<file path="src/rtl/div_unit.sv">
// Iterative radix-2 restoring divider for MIPS DIV/DIVU in the execute stage.
// Takes 32 BUSY cycles per divide and holds F/D/E through stall_div until the {HI, LO} result is ready.
module div_unit (
    input  logic        clk,
    input  logic        rst,
    input  logic        start,
    input  logic        signed_div,
    input  logic [31:0] a,
    input  logic [31:0] b,
    input  logic        annul,
    output logic        stall_div,
    output logic        ready,
    output logic [63:0] div_result
);

    typedef enum logic [1:0] {IDLE, BUSY, DONE} stateT;

    stateT       state;
    logic [32:0] rem;
    logic [31:0] quo;
    logic [31:0] divisor;
    logic [5:0]  cnt;
    logic        qNeg;
    logic        rNeg;
    logic [63:0] divResult;

    logic [31:0] absA, absB;
    logic [32:0] shifted, remNext;
    logic [31:0] quoNext, quoFinal, remFinal;

    assign absA = (signed_div && a[31]) ? (~a + 32'd1) : a;
    assign absB = (signed_div && b[31]) ? (~b + 32'd1) : b;

    // One restoring step. A set rem[32] means the shifted value already exceeds any 32-bit divisor.
    always_comb begin
        shifted = {rem[31:0], quo[31]};
        quoNext = {quo[30:0], 1'b0};
        remNext = shifted;
        if (rem[32] || (shifted >= {1'b0, divisor})) begin
            remNext    = shifted - {1'b0, divisor};
            quoNext[0] = 1'b1;
        end
    end

    assign quoFinal = qNeg ? (~quoNext + 32'd1) : quoNext;
    assign remFinal = rNeg ? (~remNext[31:0] + 32'd1) : remNext[31:0];

    always_ff @(posedge clk) begin
        if (rst) begin
            state     <= IDLE;
            rem       <= '0;
            quo       <= '0;
            divisor   <= '0;
            cnt       <= '0;
            qNeg      <= 1'b0;
            rNeg      <= 1'b0;
            divResult <= '0;
        end else if (annul) begin
            state <= IDLE;
        end else begin
            case (state)
                IDLE: begin
                    if (start) begin
                        if (b == 32'd0) begin
                            // Divide by zero skips the iteration entirely.
                            divResult <= {a, 32'hFFFF_FFFF};
                            state     <= DONE;
                        end else begin
                            rem     <= '0;
                            quo     <= absA;
                            divisor <= absB;
                            qNeg    <= (a[31] ^ b[31]) & signed_div;
                            rNeg    <= a[31] & signed_div;
                            cnt     <= '0;
                            state   <= BUSY;
                        end
                    end
                end
                BUSY: begin
                    rem <= remNext;
                    quo <= quoNext;
                    cnt <= cnt + 6'd1;
                    if (cnt == 6'd31) begin
                        divResult <= {remFinal, quoFinal};
                        state     <= DONE;
                    end
                end
                DONE:    state <= IDLE;
                default: state <= IDLE;
            endcase
        end
    end

    assign stall_div  = ((state == IDLE) && start && !annul) || (state == BUSY);
    assign ready      = (state == DONE);
    assign div_result = divResult;

endmodule

</file>
<file path="config.mk">
export PLATFORM = sky130hd
export DESIGN_NAME = div_unit
export DESIGN_NICKNAME = d
export VERILOG_FILES = /design/src/rtl/div_unit.sv
export SDC_FILE = /design/constraint.sdc
export NUM_CORES = 1
export LEC_CHECK = 0
export BUFFER_PORTS_ARGS = -buffer_cell sky130_fd_sc_hd__buf_2
export CORE_AREA = 2 2 201 183
export CTS_BUF_LIST = sky130_fd_sc_hd__clkbuf_8
export CTS_CLUSTER_SIZE = 14
export DETAILED_ROUTE_END_ITERATION = 16
export DIE_AREA = 0 0 203 185
export SETUP_SLACK_MARGIN = 0.5
export SLEW_MARGIN = 20
export SYNTH_ARGS = -nofsm -noshare
export SYNTH_HDL_FRONTEND = slang
export SYNTH_SLANG_ARGS = --single-unit
</file>
<file path="constraint.sdc">
create_clock -name clk -period 9.46 [get_ports clk]
set_input_delay 0.946 -clock clk [delete_from_list [all_inputs] [get_ports clk]]
set_output_delay 0.946 -clock clk [all_outputs]
set_load 0.02 [all_outputs]
</file>
==> reports/results.tsv, run 1 <==
stage	metric	value	unit
run_status	status	finished, final reports clean	
cells_and_area	area occupied by multi-input gates	7840	um^2
clock_network	Clock Pin Slew Worst Setup and Hold Paths	100	ps
sta	setup ws final	4260	ps
synth	area leader, netlist	dfxtp_1	
routing	vias per cell	5.53	
clock_network	H-tree levels	4	
synth	Mapped Cells	1612	
clock_network	post-CTS resize count	0	
global_route	Top Usage Layer GRT	met2	
worst_hold_path	hold path depth	2	
clock_network	CTS tree	done	
floorplanning	row count	66	
global_route	antenna violations before repair	0	
critical_path	Setup Crit Path Kind	flop to flop	
clock_network	Clock Latency Late Sink	480	ps
sta	min cycle time layout	5200	ps
sta	max_slew headroom	0.303	
routing	initial drt markers	955	
critical_path	Critical Path End Type	flop	
critical_path	CP cell instances	ha_1 -> nand4_2 -> nor3_2 -> o2111ai_1 -> a311oi_2 -> or2_1 -> buf_4 -> inv_4 -> o31ai_1 -> or4b_1 -> or3_4 -> nor4b_4 -> mux2i_1 -> nor3_2	
routing	WL final	38.8	mm
global_route	vias in the first global route	11100	
placed_design	RD Place Congestion	0.926	
cells_and_area	ant diodes	0	
synth	Synth Cell Area	11900	um^2
floorplanning	Initial Util	0.336	
synth	Net Count, Synth	1719	
power	Total Power	1.75	mW
global_route	first-pass GRT wire length	61.0	mm
critical_path	launching element type of the critical path	flop	
routing	DR DRC count	0	
synth	Post-synth ARST share	0	
clock_network	Root Driver	clkbuf_8	
global_route	met1 Use GR	0.276	
global_route	Overall Global Routing Usage	0.203	
sta	Period Utilization, post-route	0.549	
cells_and_area	final instance area	13200	um^2
clock_network	TritonCTS buffer count	17	
critical_path	cells on worst reg2reg path	14	
synth	top cell type's share of synthesized area	0.287	
placed_design	HPWL Detailed	29.1	mm
floorplanning	die area	37600	um^2
cells_and_area	layout cells sized above 1	0.125	
global_route	Congestion Overflow GR	0	
routing	Final ANT Viol Nets	0	
placed_design	dpl ws	4190	ps
floorplanning	Core ar.	35600	um^2
sta	Fmax	0.192	GHz
sta	RSZ-0062 raised after global routing	no	
power	Sequential Power Share	0.443	
cells_and_area	sequential standard cell area	3420	um^2
sta	# setup viols final	0	
placed_design	IO buf count	134	
critical_path	WP buf/inv	2	
power	switching power total	618	uW
synth	Primary FF master, synth	dfxtp_1	
power	internal power	1.13	mW
global_route	met3 Usage GRT	0.0348	
clock_network	CTS Sinks	171	
synth	dominant cell by count in the synthesized netlist	nor2_1	
cells_and_area	Layout area overhead	10.7	%
global_route	GR Util met2	0.329	
synth	Syn. warnings	0	
worst_hold_path	HP Class	flop to flop	
placed_design	area post-placement	12800	um^2
power	Switching Share	0.353	
power	P per Cell Area	132	nW/um^2
floorplanning	die height	185	um
synth	Yosys reg bits	171	
sta	worst clock skew	15.0	ps
global_route	largest net degree at the start of global routing	95	
sta	Worst-Margin Slew	1040	ps
power	maximum VDD drop	0.0000897	V
clock_network	Post-CTS Setup Bufs	0	
clock_network	Max clock buf depth	2	
sta	Fin. Hold Viols	0	
critical_path	instance count on the critical path	14	
cells_and_area	fin nets	1768	
synth	syn avg cell area	7.41	um^2
critical_path	Max FO, Critical Path	54	
routing	TritonRoute pass-1 iters	6	
critical_path	CP delay by family, top	simple AND/OR/NAND/NOR gates	
synth	synth top area cells	dfxtp_1 29%, nor2_1 7.3%, a21oi_1 6.1%	
clock_network	hold_buf cts	0	
critical_path	worst path arrival time	5570	ps
placed_design	placed insts	2118	
floorplanning	Die X	203	um
power	Static Leakage	5.38	nW
critical_path	biggest cell delay along the critical path	630	ps
sta	setup TNS	0	ps
synth	Post-synth EDFFs	0	
cells_and_area	Fillers	3786	
cells_and_area	final cell count without fillers	2149	
synth	Synth top cells by count	231 x nor2_1, 171 x dfxtp_1, 146 x a21oi_1	
critical_path	Worst path most repeated cell	nor3_2	
routing	routed len/inst	18.0	um
power	Comb pwr share	0.260	
synth	sequential element share of the synthesized area	0.287	
run	max cap viols	0	
sta	Final Max Slew Viols	0	
critical_path	Slowest cell on crit path	or4b_1	
critical_path	WP data required	9840	ps
floorplanning	io pins	135	
synth	distinct cell type count after synthesis	80	
routing	vias	11900	
power	clock network fraction of total power	0.297	
power groups by stage:
stage               registers (mW)  logic, mW  clock network, mW
floorplan                    0.792      0.317                  0
global placement             0.790      0.447                  0
detailed placement           0.791      0.450                  0
CTS                          0.774      0.452              0.534
global route                 0.779      0.504              0.555
finish                       0.775      0.455              0.520
cells by family (layout without fill, tap and decap cells):
family | count (synthesis) | after routing | synth area share
AND/OR/NAND/NOR | 554 | 554 | 0.215
AO/OA/AOI/OAI | 523 | 523 | 0.287
buffers and inverters | 176 | 237 | 0.0592
flip-flops | 171 | 171 | 0.287
XOR/XNOR | 134 | 134 | 0.0982
adder cells (fa/ha/maj) | 38 | 38 | 0.0404
multiplexers | 16 | 16 | 0.0139
per-layer routing:
metal | wire length (um) | up-vias | share of wire
li1 | - | 5937 | -
met1 | 18400 | 5553 | 0.47
met2 | 17600 | 337 | 0.45
met3 | 2020 | 55 | 0.052
met4 | 765 | 0 | 0.020
met5 | 0 | - | 0
area by class of cell:
class	instances	area share
clock buffer	19	0.0198
clock inverter	12	0.00870
inverter	60	0.0172
multi-input combinational	1265	0.593
sequential	171	0.259
tap	476	0.0450
timing repair buffer	146	0.0577
worst min-delay path, stage by stage (launching register included):
cell and delay [ps]:
dfxtp_1 310, inv_1 60, a211oi_1 60
cell usage in the layout, fill, tap and decap left out, types with 21 or more instances in the layout:
cell type  netlist  final
a21oi_1        146    146
o21ai_0         98     98
nor4_1          21     21
dfxtp_1        171    171
nand2_1        128    127
xnor2_1         57     57
nor2_1         231    229
inv_1           59     60
nand3_1         29     29
a22oi_1         29     29
ha_1            37     37
o31ai_1         24     24
buf_2           19    133
a211oi_1        71     71
nor3_1          43     42
xor2_1          77     77
per-stage QoR:
step	utilization	hold WS [ps]
final	0.372	473
after global routing	0.372	503
after CTS	0.372	476
after detailed placement	0.361	461
after global placement	0.361	450
after floorplan	-	432
flip-flops by register name, summed over array words and instances, names as in the netlist:
register and cells:
rem 33, qNeg 1, quo 32, div_result 64, cnt 6, state 2
rNeg 1, divisor 32
worst paths after layout:
path / startpoint / to / slack [ps]
max reg2reg: rem[11] / div_result[63] / 4260
max: rem[11] / div_result[63] / 4260
min reg2reg: divisor[16] / divisor[16] / 470
min: divisor[16] / divisor[16] / 470
Power figures use the tool's default switching activity.
==> run 2: changes to the inputs <==
Clock period 9.46 ns to 4.8 ns, I/O delays scaled along.
==> run 2 against run 1 <==
  * Maximum frequency rose by 25%
  * Die area did not move
  * Hold slack got worse by 150 ps
  * Core utilization rose by 2.0 points
  * Clock power rose by 140%
  * Final cell count rose by 2.2%
  * Register-to-register slack got worse by 3600 ps
  * Clock skew rose by 1.6 ps
  * Routed wire length rose by 4.9%
  * Final area rose by 5.4%
  * Critical endpoint is now div_result[50]
  * Largest power group unchanged
==> reports/results.tsv, run 2 (same netlist as run 1, synthesis figures left out) <==
stage	metric	value	unit
global_route	Congestion Overflow GR	0	
clock_network	Root Driver	clkbuf_8	
cells_and_area	final cell count without fillers	2196	
critical_path	biggest cell delay along the critical path	460	ps
floorplanning	Die X	203	um
sta	RSZ-0062 raised after global routing	yes	
critical_path	worst path arrival time	4550	ps
sta	Period Utilization, post-route	0.866	
cells_and_area	commonest non-fill, non-tap cell in the layout	nor2_1	
sta	worst clock skew	16.6	ps
power	maximum VDD drop	0.000167	V
floorplanning	die area	37600	um^2
critical_path	Critical Path End Type	flop	
cells_and_area	max reg flops	64	
routing	TritonRoute pass-1 iters	7	
cells_and_area	most frequent cells in the layout	229 x nor2_1, 163 x dfxtp_1, 143 x a21oi_1	
global_route	Overall Global Routing Usage	0.213	
routing	DR DRC count	0	
global_route	vias in the first global route	11500	
clock_network	H-tree levels	4	
routing	vias per cell	5.60	
worst_hold_path	HP Class	input pin to flop	
power	Static Leakage	5.70	nW
global_route	antenna violations before repair	0	
floorplanning	die height	185	um
run	max cap viols	0	
cells_and_area	ant diodes	0	
global_route	largest net degree at the start of global routing	87	
routing	vias	12300	
sta	max_slew headroom	0.474	
cells_and_area	layout cells sized above 1	0.173	
sta	Final Max Slew Viols	0	
critical_path	crit path from	rem[18]	
sta	setup ws final	644	ps
critical_path	Setup Crit Path Kind	flop to flop	
sta	Worst-Margin Slew	790	ps
floorplanning	Initial Util	0.336	
run_status	status	finished, final reports clean	
critical_path	Slowest cell on crit path	dfxtp_1	
power	P per Cell Area	271	nW/um^2
floorplanning	io pins	135	
cells_and_area	Layout area overhead	16.7	%
clock_network	Clock Latency Late Sink	480	ps
routing	Final ANT Viol Nets	0	
placed_design	RD Place Congestion	0.915	
critical_path	Worst path most repeated cell	a21oi_1	
sta	Fmax	0.241	GHz
cells_and_area	fin nets	1815	
placed_design	dpl ws	341	ps
floorplanning	row count	66	
placed_design	HPWL Detailed	30.6	mm
critical_path	Max FO, Critical Path	8	
clock_network	CTS Sinks	171	
cells_and_area	Fillers	3753	
sta	Fin. Hold Viols	0	
worst_hold_path	hold wc startpoint	a[10]	
clock_network	CTS tree	done	
critical_path	launching element type of the critical path	flop	
routing	initial drt markers	989	
sta	setup TNS	0	ps
clock_network	Clock Pin Slew Worst Setup and Hold Paths	100	ps
sta	min cycle time layout	4160	ps
global_route	first-pass GRT wire length	63.9	mm
placed_design	placed insts	2158	
clock_network	TritonCTS buffer count	17	
sta	# setup viols final	0	
clock_network	Max clock buf depth	2	
placed_design	IO buf count	134	
critical_path	CP cell instances	ha_1 -> nand3_1 -> nor2_1 -> and4_1 -> a311o_1 -> or2_4 -> buf_4 -> o21ai_4 -> ha_4 -> nand4_1 -> or3_4 -> nor2_1 -> a21oi_1 -> o21a_2 -> a21oi_1 -> xor2_1 -> a211o_1 -> a21oi_1	
routing	routed len/inst	18.5	um
critical_path	worst reg2reg path startpoint	rem[18]	
critical_path	WP data required	5200	ps
routing	WL final	40.7	mm
floorplanning	Core ar.	35600	um^2
run 2: cell types whose count changed in the layout (fill, tap and decap cells not counted), moves of 5 or more:
| cell | previous run | this run |
|---|---|---|
| buf_4 | 13 | 58 |
| ha_1 | 37 | 26 |
| dfxtp_1 | 171 | 163 |
| dfxtp_2 | 0 | 8 |
| ha_2 | 0 | 8 |
| bufinv_16 | 1 | 6 |
run 2: metal layers:
layer,track usage,wire [um],vias to the layer above
met5,0,0,-
met3,0.0274,1810,32
met2,0.362,19400,305
met1,0.288,18900,5934
li1,-,-,6032
met4,0.0493,633,0
run 2: report_power, final:
part	internal, mW	switching, mW
Clock	0.696	0.570
Sequential	1.47	0.0480
Combinational	0.371	0.617
run 2: layout make-up:
class / instances / area, um^2 / area share
Multi-Input combinational cell: 1265 / 8060 / 0.578
Timing Repair Buffer: 193 / 1140 / 0.0819
Tap cell: 476 / 596 / 0.0427
Clock buffer: 19 / 262 / 0.0188
Inverter: 60 / 228 / 0.0163
Sequential cell: 171 / 3430 / 0.246
Clock inverter: 12 / 220 / 0.0158
run 2: worst max-delay path: cells and delay by family (launching register included):
family | cells | cell delay (ps)
AO/OA/AOI/OAI | 7 | 1350
XOR/XNOR | 1 | 90
adder cells (fa/ha/maj) | 2 | 540
buffers and inverters | 1 | 180
flip-flops | 1 | 460
AND/OR/NAND/NOR | 7 | 1460
run 2: stage by stage:
step                      total power [mW]  area (um^2)  utilization  hold slack (ps)
after floorplan                       2.19        12000            -              432
after global placement                2.50        13200        0.370              453
after detailed placement              2.50        13200        0.370              452
after CTS                             3.77        13700        0.385              291
after global routing                  3.96        13900        0.392              302
final                                 3.78        13900        0.392              320
run 2: path summary, 6_finish.rpt:
kind / to / slack (ps) / cells past startpoint
hold / removal: div_result[42] / 320 / 3
setup reg to reg: div_result[50] / 640 / 18
setup / recovery: div_result[50] / 640 / 18
hold reg to reg: divisor[31] / 460 / 2
run 2: what timing repair did:
action	in CTS	in global routing
pin swaps	0	7
resized for setup	7	37
setup buffers	0	7
setup endpoints to repair	11	24
hold buffers	0	0
==> run 3: changes to the inputs <==
Settings changed: ABC_CLOCK_PERIOD_IN_PS set to 4800, BUFFER_PORTS_ARGS -buffer_cell sky130_fd_sc_hd__buf_2 to -buffer_cell sky130_fd_sc_hd__buf_4.
==> run 3 against run 2 <==
  * Sequential share of layout area shrank 0.67 points
  * Hold slack lost 39 ps
  * Core utilization grew 1.1 points
  * Worst setup slack worse by 3.1 ps
  * Register-to-register slack about the same
  * Clock-buffer cell count shrank 2
  * Critical endpoint is now div_result[63]
==> reports/results.tsv, run 3 (same netlist as run 1, synthesis figures left out) <==
stage	metric	value	unit
clock_network	H-tree levels	4	
critical_path	CP delay by family, top	simple AND/OR/NAND/NOR gates	
sta	Fmax	0.240	GHz
cells_and_area	most frequent cells in the layout	226 x nor2_1, 195 x buf_4, 162 x dfxtp_1	
cells_and_area	Fillers	3709	
floorplanning	io pins	135	
routing	Max Used Layer	met4	
placed_design	RD Place Congestion	0.948	
floorplanning	die height	185	um
run_status	status	finished, final reports clean	
routing	met2 wire len	18.9	mm
cells_and_area	fin nets	1822	
floorplanning	row count	66	
routing	Final ANT Viol Nets	0	
routing	DR WL met3	2.14	mm
sta	Final Max Slew Viols	0	
routing	DR DRC count	0	
sta	Period Utilization, post-route	0.866	
sta	setup ws final	641	ps
placed_design	IO buf count	134	
power	P per Cell Area	253	nW/um^2
clock_network	CTS Sinks	171	
sta	RSZ-0062 raised after global routing	no	
placed_design	HPWL Detailed	30.0	mm
critical_path	CP cell instances	inv_1 -> ha_4 -> a21o_1 -> a2111oi_4 -> o21ai_2 -> a311o_1 -> or2_4 -> buf_12 -> inv_4 -> buf_12 -> a32oi_1 -> or4b_4 -> or3_4 -> nor4b_4 -> mux2i_1 -> nor3_2	
global_route	vias in the first global route	11500	
critical_path	Max FO, Critical Path	19	
sta	min cycle time layout	4160	ps
global_route	Overall Global Routing Usage	0.211	
critical_path	biggest cell delay along the critical path	540	ps
critical_path	Setup Crit Path Kind	flop to flop	
cells_and_area	ant diodes	0	
sta	worst clock skew	12.3	ps
clock_network	CTS tree	done	
sta	max_slew headroom	0.406	
floorplanning	Die X	203	um
critical_path	worst path arrival time	4530	ps
sta	Fin. Hold Viols	0	
routing	vias	12400	
power	internal power	2.36	mW
global_route	Congestion Overflow GR	0	
sta	setup TNS	0	ps
routing	WL final	40.5	mm
placed_design	dpl ws	162	ps
worst_hold_path	HP Class	input pin to flop	
critical_path	Critical Path End Type	flop	
sta	Worst-Margin Slew	879	ps
critical_path	WP buf/inv	4	
power	Switching Share	0.349	
clock_network	Root Driver	clkbuf_8	
global_route	largest net degree at the start of global routing	85	
sta	# setup viols final	0	
clock_network	Max clock buf depth	2	
floorplanning	Initial Util	0.336	
cells_and_area	Layout area overhead	20.0	%
cells_and_area	layout cells sized above 1	0.181	
floorplanning	Core ar.	35600	um^2
critical_path	cells on worst reg2reg path	16	
worst_hold_path	hold path depth	3	
cells_and_area	Final Util	0.403	
critical_path	Slowest cell on crit path	or4b_4	
critical_path	worst reg2reg path startpoint	divisor[30]	
power	Total Power	3.63	mW
clock_network	hold_buf cts	0	
power	switching power total	1.27	mW
floorplanning	die area	37600	um^2
clock_network	Clock Latency Late Sink	480	ps
worst_hold_path	hold wc startpoint	b[0]	
global_route	antenna violations before repair	0	
cells_and_area	commonest non-fill, non-tap cell in the layout	nor2_1	
power	Comb pwr share	0.291	
power	Static Leakage	5.76	nW
cells_and_area	max reg flops	64	
power	clock network fraction of total power	0.289	
routing	met1 wire length	18.4	mm
worst_hold_path	hold-critical path endpoint	divisor[0]	
routing	initial drt markers	937	
critical_path	Worst R2R Setup Slack	640	ps
power	maximum VDD drop	0.000176	V
routing	vias per cell	5.61	
clock_network	TritonCTS buffer count	17	
routing	routed len/inst	18.4	um
critical_path	Worst path most repeated cell	buf_12	
global_route	first-pass GRT wire length	62.9	mm
critical_path	Reg2Reg Capture Point	div_result[63]	
critical_path	WP data required	5170	ps
run	max cap viols	0	
clock_network	Clock Pin Slew Worst Setup and Hold Paths	90	ps
routing	TritonRoute pass-1 iters	6	
power	Sequential Power Share	0.420	
critical_path	launching element type of the critical path	flop	
[run 3: layer usage]
layer	track usage	vias to the layer above
met5	0	-
met4	0.0610	0
met3	0.0348	58
met2	0.354	364
met1	0.278	5911
li1	-	6033
[run 3: worst max path at each step]
stage	from	endpoint	slack (ps)	depth (start not counted)
after floorplan	quo[31]	div_result[50]	510	22
after global routing	divisor[1]	div_result[48]	450	18
after detailed placement	rem[12]	div_result[50]	160	17
after CTS	divisor[12]	div_result[50]	510	18
final	divisor[30]	div_result[63]	640	16
after global placement	rem[12]	div_result[50]	330	17
[run 3: cell type report]
type                    count  area [um^2]  area share
multi-input cells        1265         8130       0.567
clock buffers              17          234      0.0163
repair buffers            200         1570       0.109
well taps                 476          596      0.0415
inverters                  60          228      0.0159
clock inverters            14          148      0.0103
flip-flops and latches    171         3430       0.240
[run 3: worst register-to-register path: stages, from the launching register on]
cell,delay (ps)
dfxtp_1,340
inv_1,70
ha_4,240
a21o_1,210
a2111oi_4,360
o21ai_2,150
a311o_1,310
or2_4,310
buf_12,160
inv_4,70
buf_12,150
a32oi_1,110
or4b_4,540
or3_4,410
nor4b_4,330
mux2i_1,260
nor3_2,60
[run 3: power by group through the flow]
stage	sequential, mW	combinational (mW)	clock (mW)
after global placement	1.56	0.957	0
after detailed placement	1.56	0.959	0
after floorplan	1.56	0.628	0
after global routing	1.53	1.16	1.12
after CTS	1.52	0.991	1.07
final	1.52	1.06	1.05
[run 3: through the flow]
stage / instance area, um^2 / std cells / hold slack (ps)
2_1_floorplan: 12000 / 1612 / 432
3_3_place_gp: 13500 / 2150 / 447
3_5_place_dp: 13500 / 2150 / 463
4_1_cts: 14000 / 2189 / 258
5_1_grt: 14300 / 2203 / 272
6_report: 14300 / 2203 / 281
[run 3: what timing repair did]
item | 4_1_cts | 5_1_grt
resized for setup | 11 | 47
endpoints found under the hold margin | 0 | 0
cloned | 0 | 1
pin swaps | 2 | 16
endpoints found under the setup margin | 21 | 19
buffers inserted | 8 | 13
